`config.mk`:
```
export PLATFORM = sky130hd
export DESIGN_NAME = hist_eq_map
export DESIGN_NICKNAME = d
export VERILOG_FILES = /design/src/rtl/hist_eq_map.sv
export SDC_FILE = /design/constraint.sdc
export NUM_CORES = 2
export LEC_CHECK = 0
export ABC_AREA = 1
export ABC_CLOCK_PERIOD_IN_PS = 27500
export CAP_MARGIN = 40
export CORE_UTILIZATION = 38
export CTS_CLUSTER_DIAMETER = 40
export DETAILED_ROUTE_END_ITERATION = 12
export HOLD_SLACK_MARGIN = 0.02
export PLACE_DENSITY_LB_ADDON = 0.12
export SLEW_MARGIN = 20
export SYNTH_ARGS = -nofsm -noshare
export SYNTH_HDL_FRONTEND = slang
export SYNTH_SLANG_ARGS = --single-unit
```
`constraint.sdc`:
```
create_clock -name clk -period 27.5 [get_ports clk]
set_input_delay 5.5 -clock clk [delete_from_list [all_inputs] [get_ports clk]]
set_output_delay 5.5 -clock clk [all_outputs]
set_load 0.03 [all_outputs]
```
`src/rtl/hist_eq_map.sv`:
```
// Histogram-equalisation remap stage: turns the cumulative histogram of one frame into an
// 8-bit LUT (ping-pong banks) and remaps the following frame's gray stream through it.
module hist_eq_map #(
    parameter int IMG_WIDTH  = 32'd640,
    parameter int IMG_HEIGHT = 32'd480,
    parameter int FRAC_BITS  = 32'd24
) (
    input  logic        clk,
    input  logic        rst_n,
    input  logic        img_vsync,
    input  logic        img_href,
    input  logic [7:0]  img_gray,
    input  logic [7:0]  pixel_level,
    input  logic [19:0] pixel_level_acc_num,
    input  logic        pixel_level_valid,
    output logic        post_img_vsync,
    output logic        post_img_href,
    output logic [7:0]  post_img_gray,
    output logic        lut_ready
);

    localparam longint unsigned TOTAL   = 64'(IMG_WIDTH) * 64'(IMG_HEIGHT);
    localparam longint unsigned RECIP_L = ((64'd255 << FRAC_BITS) + (TOTAL / 64'd2)) / TOTAL;
    localparam int RECIP_W = $clog2(RECIP_L + 64'd1);
    localparam int PROD_W  = 32'd20 + RECIP_W;
    localparam int VAL_W   = PROD_W - FRAC_BITS + 32'd1;
    localparam logic [RECIP_W-1:0] RECIP = RECIP_W'(RECIP_L);
    localparam logic [PROD_W:0]    HALF  = (PROD_W + 1)'(64'd1 << (FRAC_BITS - 32'd1));

    logic [PROD_W-1:0] prod_r;
    logic [7:0]        lvl_c1_r;
    logic              vld_c1_r;
    logic [PROD_W:0]   rounded_s;
    logic [VAL_W-1:0]  val_s;
    logic [7:0]        map_val_s;

    logic              rd_bank_r;
    logic              table_done_r;
    logic              run_r;
    logic [7:0]        exp_lvl_r;
    logic              vsync_prev_r;
    logic              swap_s;
    logic              run_next_s;
    logic [7:0]        exp_next_s;
    logic              done_next_s;

    logic [7:0]        lut_mem [0:511];
    logic [7:0]        ram_q_r;
    logic              vsync_d1_r;
    logic              href_d1_r;
    logic [7:0]        gray_d1_r;
    logic              post_vsync_r;
    logic              post_href_r;
    logic [7:0]        post_gray_r;
    logic              lut_ready_r;
    logic [7:0]        post_gray_next_s;

    // Fill stage 1: scale the cumulative count by the fixed-point reciprocal of the frame size.
    always_ff @(posedge clk or negedge rst_n) begin
        if (!rst_n) begin
            prod_r   <= {PROD_W{1'b0}};
            lvl_c1_r <= 8'd0;
            vld_c1_r <= 1'b0;
        end else begin
            prod_r   <= PROD_W'(pixel_level_acc_num) * PROD_W'(RECIP);
            lvl_c1_r <= pixel_level;
            vld_c1_r <= pixel_level_valid;
        end
    end

    // Fill stage 2: round to nearest integer and saturate to the 8-bit output range.
    always_comb begin
        rounded_s = {1'b0, prod_r} + HALF;
        val_s     = VAL_W'(rounded_s >> FRAC_BITS);
        if (val_s > VAL_W'(8'd255)) begin
            map_val_s = 8'd255;
        end else begin
            map_val_s = val_s[7:0];
        end
    end

    assign swap_s = img_vsync && !vsync_prev_r && table_done_r;

    // Run tracking: a table counts as complete only when levels 0..255 arrive back to back.
    always_comb begin
        run_next_s  = run_r;
        exp_next_s  = exp_lvl_r;
        done_next_s = table_done_r;
        if (swap_s) begin
            done_next_s = 1'b0;
        end else begin
            done_next_s = table_done_r;
        end
        if (vld_c1_r) begin
            if (lvl_c1_r == 8'd0) begin
                run_next_s  = 1'b1;
                exp_next_s  = 8'd1;
                done_next_s = 1'b0;
            end else if (run_r && (lvl_c1_r == exp_lvl_r)) begin
                if (lvl_c1_r == 8'd255) begin
                    run_next_s  = 1'b0;
                    done_next_s = 1'b1;
                end else begin
                    exp_next_s = exp_lvl_r + 8'd1;
                end
            end else begin
                run_next_s = 1'b0;
            end
        end else begin
            run_next_s = 1'b0;
        end
    end

    // Bank control: swap banks only at a frame start and only with a finished table.
    always_ff @(posedge clk or negedge rst_n) begin
        if (!rst_n) begin
            rd_bank_r    <= 1'b0;
            table_done_r <= 1'b0;
            run_r        <= 1'b0;
            exp_lvl_r    <= 8'd0;
            vsync_prev_r <= 1'b0;
            lut_ready_r  <= 1'b0;
        end else begin
            vsync_prev_r <= img_vsync;
            table_done_r <= done_next_s;
            run_r        <= run_next_s;
            exp_lvl_r    <= exp_next_s;
            if (swap_s) begin
                rd_bank_r   <= ~rd_bank_r;
                lut_ready_r <= 1'b1;
            end else begin
                rd_bank_r   <= rd_bank_r;
                lut_ready_r <= lut_ready_r;
            end
        end
    end

    // LUT RAM: fill writes the idle bank, the pixel path reads the active one.
    always_ff @(posedge clk) begin
        if (vld_c1_r) begin
            lut_mem[{~rd_bank_r, lvl_c1_r}] <= map_val_s;
        end
        ram_q_r <= lut_mem[{rd_bank_r, img_gray}];
    end

    // Pixel stage 1: delay the sync/valid/raw pixel alongside the RAM read.
    always_ff @(posedge clk or negedge rst_n) begin
        if (!rst_n) begin
            vsync_d1_r <= 1'b0;
            href_d1_r  <= 1'b0;
            gray_d1_r  <= 8'd0;
        end else begin
            vsync_d1_r <= img_vsync;
            href_d1_r  <= img_href;
            gray_d1_r  <= img_gray;
        end
    end

    // Blank pixels output 0; raw gray passes through until the first table is active.
    always_comb begin
        post_gray_next_s = 8'd0;
        if (!href_d1_r) begin
            post_gray_next_s = 8'd0;
        end else if (lut_ready_r) begin
            post_gray_next_s = ram_q_r;
        end else begin
            post_gray_next_s = gray_d1_r;
        end
    end

    // Pixel stage 2: registered outputs.
    always_ff @(posedge clk or negedge rst_n) begin
        if (!rst_n) begin
            post_vsync_r <= 1'b0;
            post_href_r  <= 1'b0;
            post_gray_r  <= 8'd0;
        end else begin
            post_vsync_r <= vsync_d1_r;
            post_href_r  <= href_d1_r;
            post_gray_r  <= post_gray_next_s;
        end
    end

    assign post_img_vsync = post_vsync_r;
    assign post_img_href  = post_href_r;
    assign post_img_gray  = post_gray_r;
    assign lut_ready      = lut_ready_r;

endmodule
```
==> impl_metrics.ini <==
[clock_network]
ctsRootBufferMaster = clkbuf_16
clkSinkCount = 4156
clk_latency_ns = 1.08
cts_tree = yes
cts_setup_buffers = 0
cts-hold-fix-buffers = 0
clk_pin_slew_worst_paths_ns = 0.05
cts.htree.levels = 6
cts_buffer_depth = 4
cts_buffers = 603
post_cts_resized = 0

[sta]
finalHoldViolCount = 0
worstMarginPinSlew_ns = 1.10
setup_violations = 0
setup_ws_ns = 17.31
max_freq_mhz = 98.1
slew_violations = 0
post-route-period-util_pct = 37.1
setup-tns-final_ns = 0
rsz0062_at_grt = no
fin_skew_ns = 0.0559
relSlewSlack_pct = 26.5
min_period_ns = 10.19

[die]
ios = 52
start_util_pct = 38.2
coreArea_um2 = 453000
die_h_um = 677
die_x_um = 677
row_count = 247
fp.dieArea_um2 = 459000

[worst_setup_path]
crit_slowest_cell = buf_4
rr_worst_depth = 13
rrSetupSlack_ns = 22.70
worst_path_most_repeated_cell = nand3_1
max_stage_delay_ns = 0.81
worstSetupPathType = input pin to flop
crit_arrival_ns = 11.13
cp_data_required_time_ns = 28.43
path_delay_family = buffers and inverters
cp_num_buf_inv = 7
cp_max_fo = 62
critPathLaunchType = input pin
worstReg2RegStart = prod_r[24]$_DFF_PN0_
end_kind = flop
r2r_end = lut_mem[192][0]$_DFFE_PP_
critical_path.cell_chain = buf_8 > buf_4 > buf_4 > buf_4 > buf_4 > buf_4 > buf_16 > nand3_1 > nand3_1 > nand3_1 > nand3_1 > nand3_1 > nand3_1 > nand3_1 > nand3_1 > nand2_1

[yosys]
yosys_most_used_dff = edfxtp_1
synthCells = 14594
syn_area_per_cell_um2 = 11.9
synth_seq_cells = 4156
yosysTopAreaCell = edfxtp_1
synth_edf_count = 4096
synth.yosys.warnings = 0
synth_common_cells = 4246 x nand2_1, 4099 x nand3_1, 4096 x edfxtp_1
synth_fp_nets = 14817
async_flop_share_pct = 1.25
synth.most_common_cell = nand2_1
synth_area_leaders = edfxtp_1 71%, nand3_1 12%, nand2_1 9.2%
netlist-cell-type-count = 40
synth.top_cell.area_share_pct = 71.0
syn_area_um2 = 173000
synth-seq-area-share_pct = 71.8

[min_path]
hold_class = flop to flop
whs_path_depth = 0
min_to = post_img_vsync$_DFF_PN0_
hp-start = vsync_d1_r$_DFF_PN0_

[grt]
track_usage_pct = 23.2
grt_pass1_wl_um = 792000
antenna_found_initial = 19
grt_overflow = 0
grt_max_degree = 190
first_global_vias = 108786

[drt]
ant_nets = 0
totalWireLength_um = 545000
num_vias = 113604
wl_per_cell_um = 25.7
post_drt_via_cell_ratio = 5.35
drtPass1Iterations = 6
drt_iter0_drc = 10342
drc = 0

[layout]
drive_gt1_share_pct = 9.73
multiInputGateArea_um2 = 42700
area_growth_pct = 16.1
register_area_um2 = 124000
utilization_pct = 44.4
fillers = 41375
nets = 14952
final_area_um2 = 201000

[flow_run]
drv_cap = 0

[power_and_ir_drop]
irDropWorstVdd_uv = 87.1
power_density_nw_per_um2 = 93.8
p_leak_nw = 70.5

[place]
post-place-ws_ns = 16.22
place_hpwl_um = 313000
gp_congestion = 0.800
io_buffers = 51
place_area_um2 = 179000

[status]
status = finished, final reports clean
## area by class of cell
type	count	share of cell area, %
Tap cell	5976	3.72
Timing Repair Buffer	516	2.53
Sequential cell	4156	61.8
Inverter	204	0.413
Antenna cell	14	0.0174
Multi-Input combinational cell	9248	21.2
Clock inverter	411	2.42
Clock buffer	700	7.84
## worst max path at each step
| stage | startpoint | endpoint | slack [ns] | cells past startpoint |
|---|---|---|---|---|
| final | img_gray[1] | ram_q_r[2]$_DFF_P_ | 17.31 | 16 |
| after global routing | img_gray[0] | ram_q_r[1]$_DFF_P_ | 17.21 | 17 |
| after CTS | img_gray[0] | ram_q_r[3]$_DFF_P_ | 17.30 | 16 |
| after detailed placement | img_gray[0] | ram_q_r[1]$_DFF_P_ | 16.22 | 16 |
| after global placement | img_gray[0] | ram_q_r[1]$_DFF_P_ | 15.93 | 15 |
| after floorplan | prod_r[23]$_DFF_PN0_ | lut_mem[0][3]$_DFFE_PP_ | 2.79 | 6 |
## placed cells by master, fill, tap and decap left out, types with 11 or more instances in the layout
cell,synthesis,final
nand2_1,4246,4232
nand3_1,4099,4097
edfxtp_1,4096,4096
clkbuf_16,0,616
nor2_1,579,576
buf_4,109,398
inv_1,199,192
fa_1,94,94
ha_1,88,88
clkbuf_1,172,79
bufinv_16,0,76
clkinv_2,0,76
clkinvlp_4,0,67
clkinv_1,1,60
inv_6,0,54
dfrtp_1,52,52
clkinv_4,0,47
clkdlybuf4s50_1,0,43
buf_12,1,33
buf_16,0,32
o21ai_0,32,29
a21oi_1,26,26
xor2_1,20,20
diode_2,0,14
nand2_4,0,14
clkinv_8,0,14
inv_16,0,11
## state kept, by name, indices dropped and copies added, names as in the netlist
register and flops:
lvl_c1_r 8, table_done_r 1, gray_d1_r 8, prod_r 11
post_img_href 1, vsync_d1_r 1, lut_mem 4096, post_img_gray 8
exp_lvl_r 8, ram_q_r 8, run_r 1, post_img_vsync 1
href_d1_r 1, vld_c1_r 1, rd_bank_r 1, lut_ready 1
## worst register-to-register path, delay by kind of cell, from the launching register on
kind / cells / cell delay, ns
flip-flops: 1 / 0.37
adder cells (fa/ha/maj): 1 / 0.17
AND/OR/NAND/NOR: 5 / 1.24
AO/OA/AOI/OAI: 2 / 0.27
buffers and inverters: 5 / 2.39
## where the power goes
| part | total [W] | internal [W] | switching [W] | leakage [nW] |
|---|---|---|---|---|
| clock | 0.00788 | 0.00488 | 0.00300 | 9.90 |
| combinational | 0.00287 | 0.000557 | 0.00231 | 23.8 |
| sequential | 0.00812 | 0.00810 | 0.0000187 | 36.8 |
## cells by family after synthesis
group | count (synthesis) | share of synthesized area [%]
AO/OA/AOI/OAI | 89 | 0.304
XOR/XNOR | 29 | 0.147
flip-flops | 4156 | 71.8
buffers and inverters | 1190 | 3.66
adder cells (fa/ha/maj) | 182 | 1.72
AND/OR/NAND/NOR | 8948 | 22.4
## routing by layer
| layer | global-route usage [%] | wire (µm) | vias to the layer above |
|---|---|---|---|
| met2 | 37.3 | 257000 | 3604 |
| li1 | - | - | 52199 |
| met4 | 6.65 | 16000 | 2 |
| met5 | 0 | 13 | - |
| met1 | 32.9 | 241000 | 57002 |
| met3 | 3.13 | 31500 | 797 |
## per-stage QoR
stage          hold WS (ns)  total power [W]  std cells
6_report              0.388           0.0189      21225
5_1_grt               0.427           0.0195      21220
4_1_cts               0.389           0.0190      21082
3_5_place_dp          0.377           0.0111      19971
3_3_place_gp          0.361           0.0111      19848
2_1_floorplan         0.354           0.0108      14594
No activity file was read; power rests on OpenSTA's default activity.
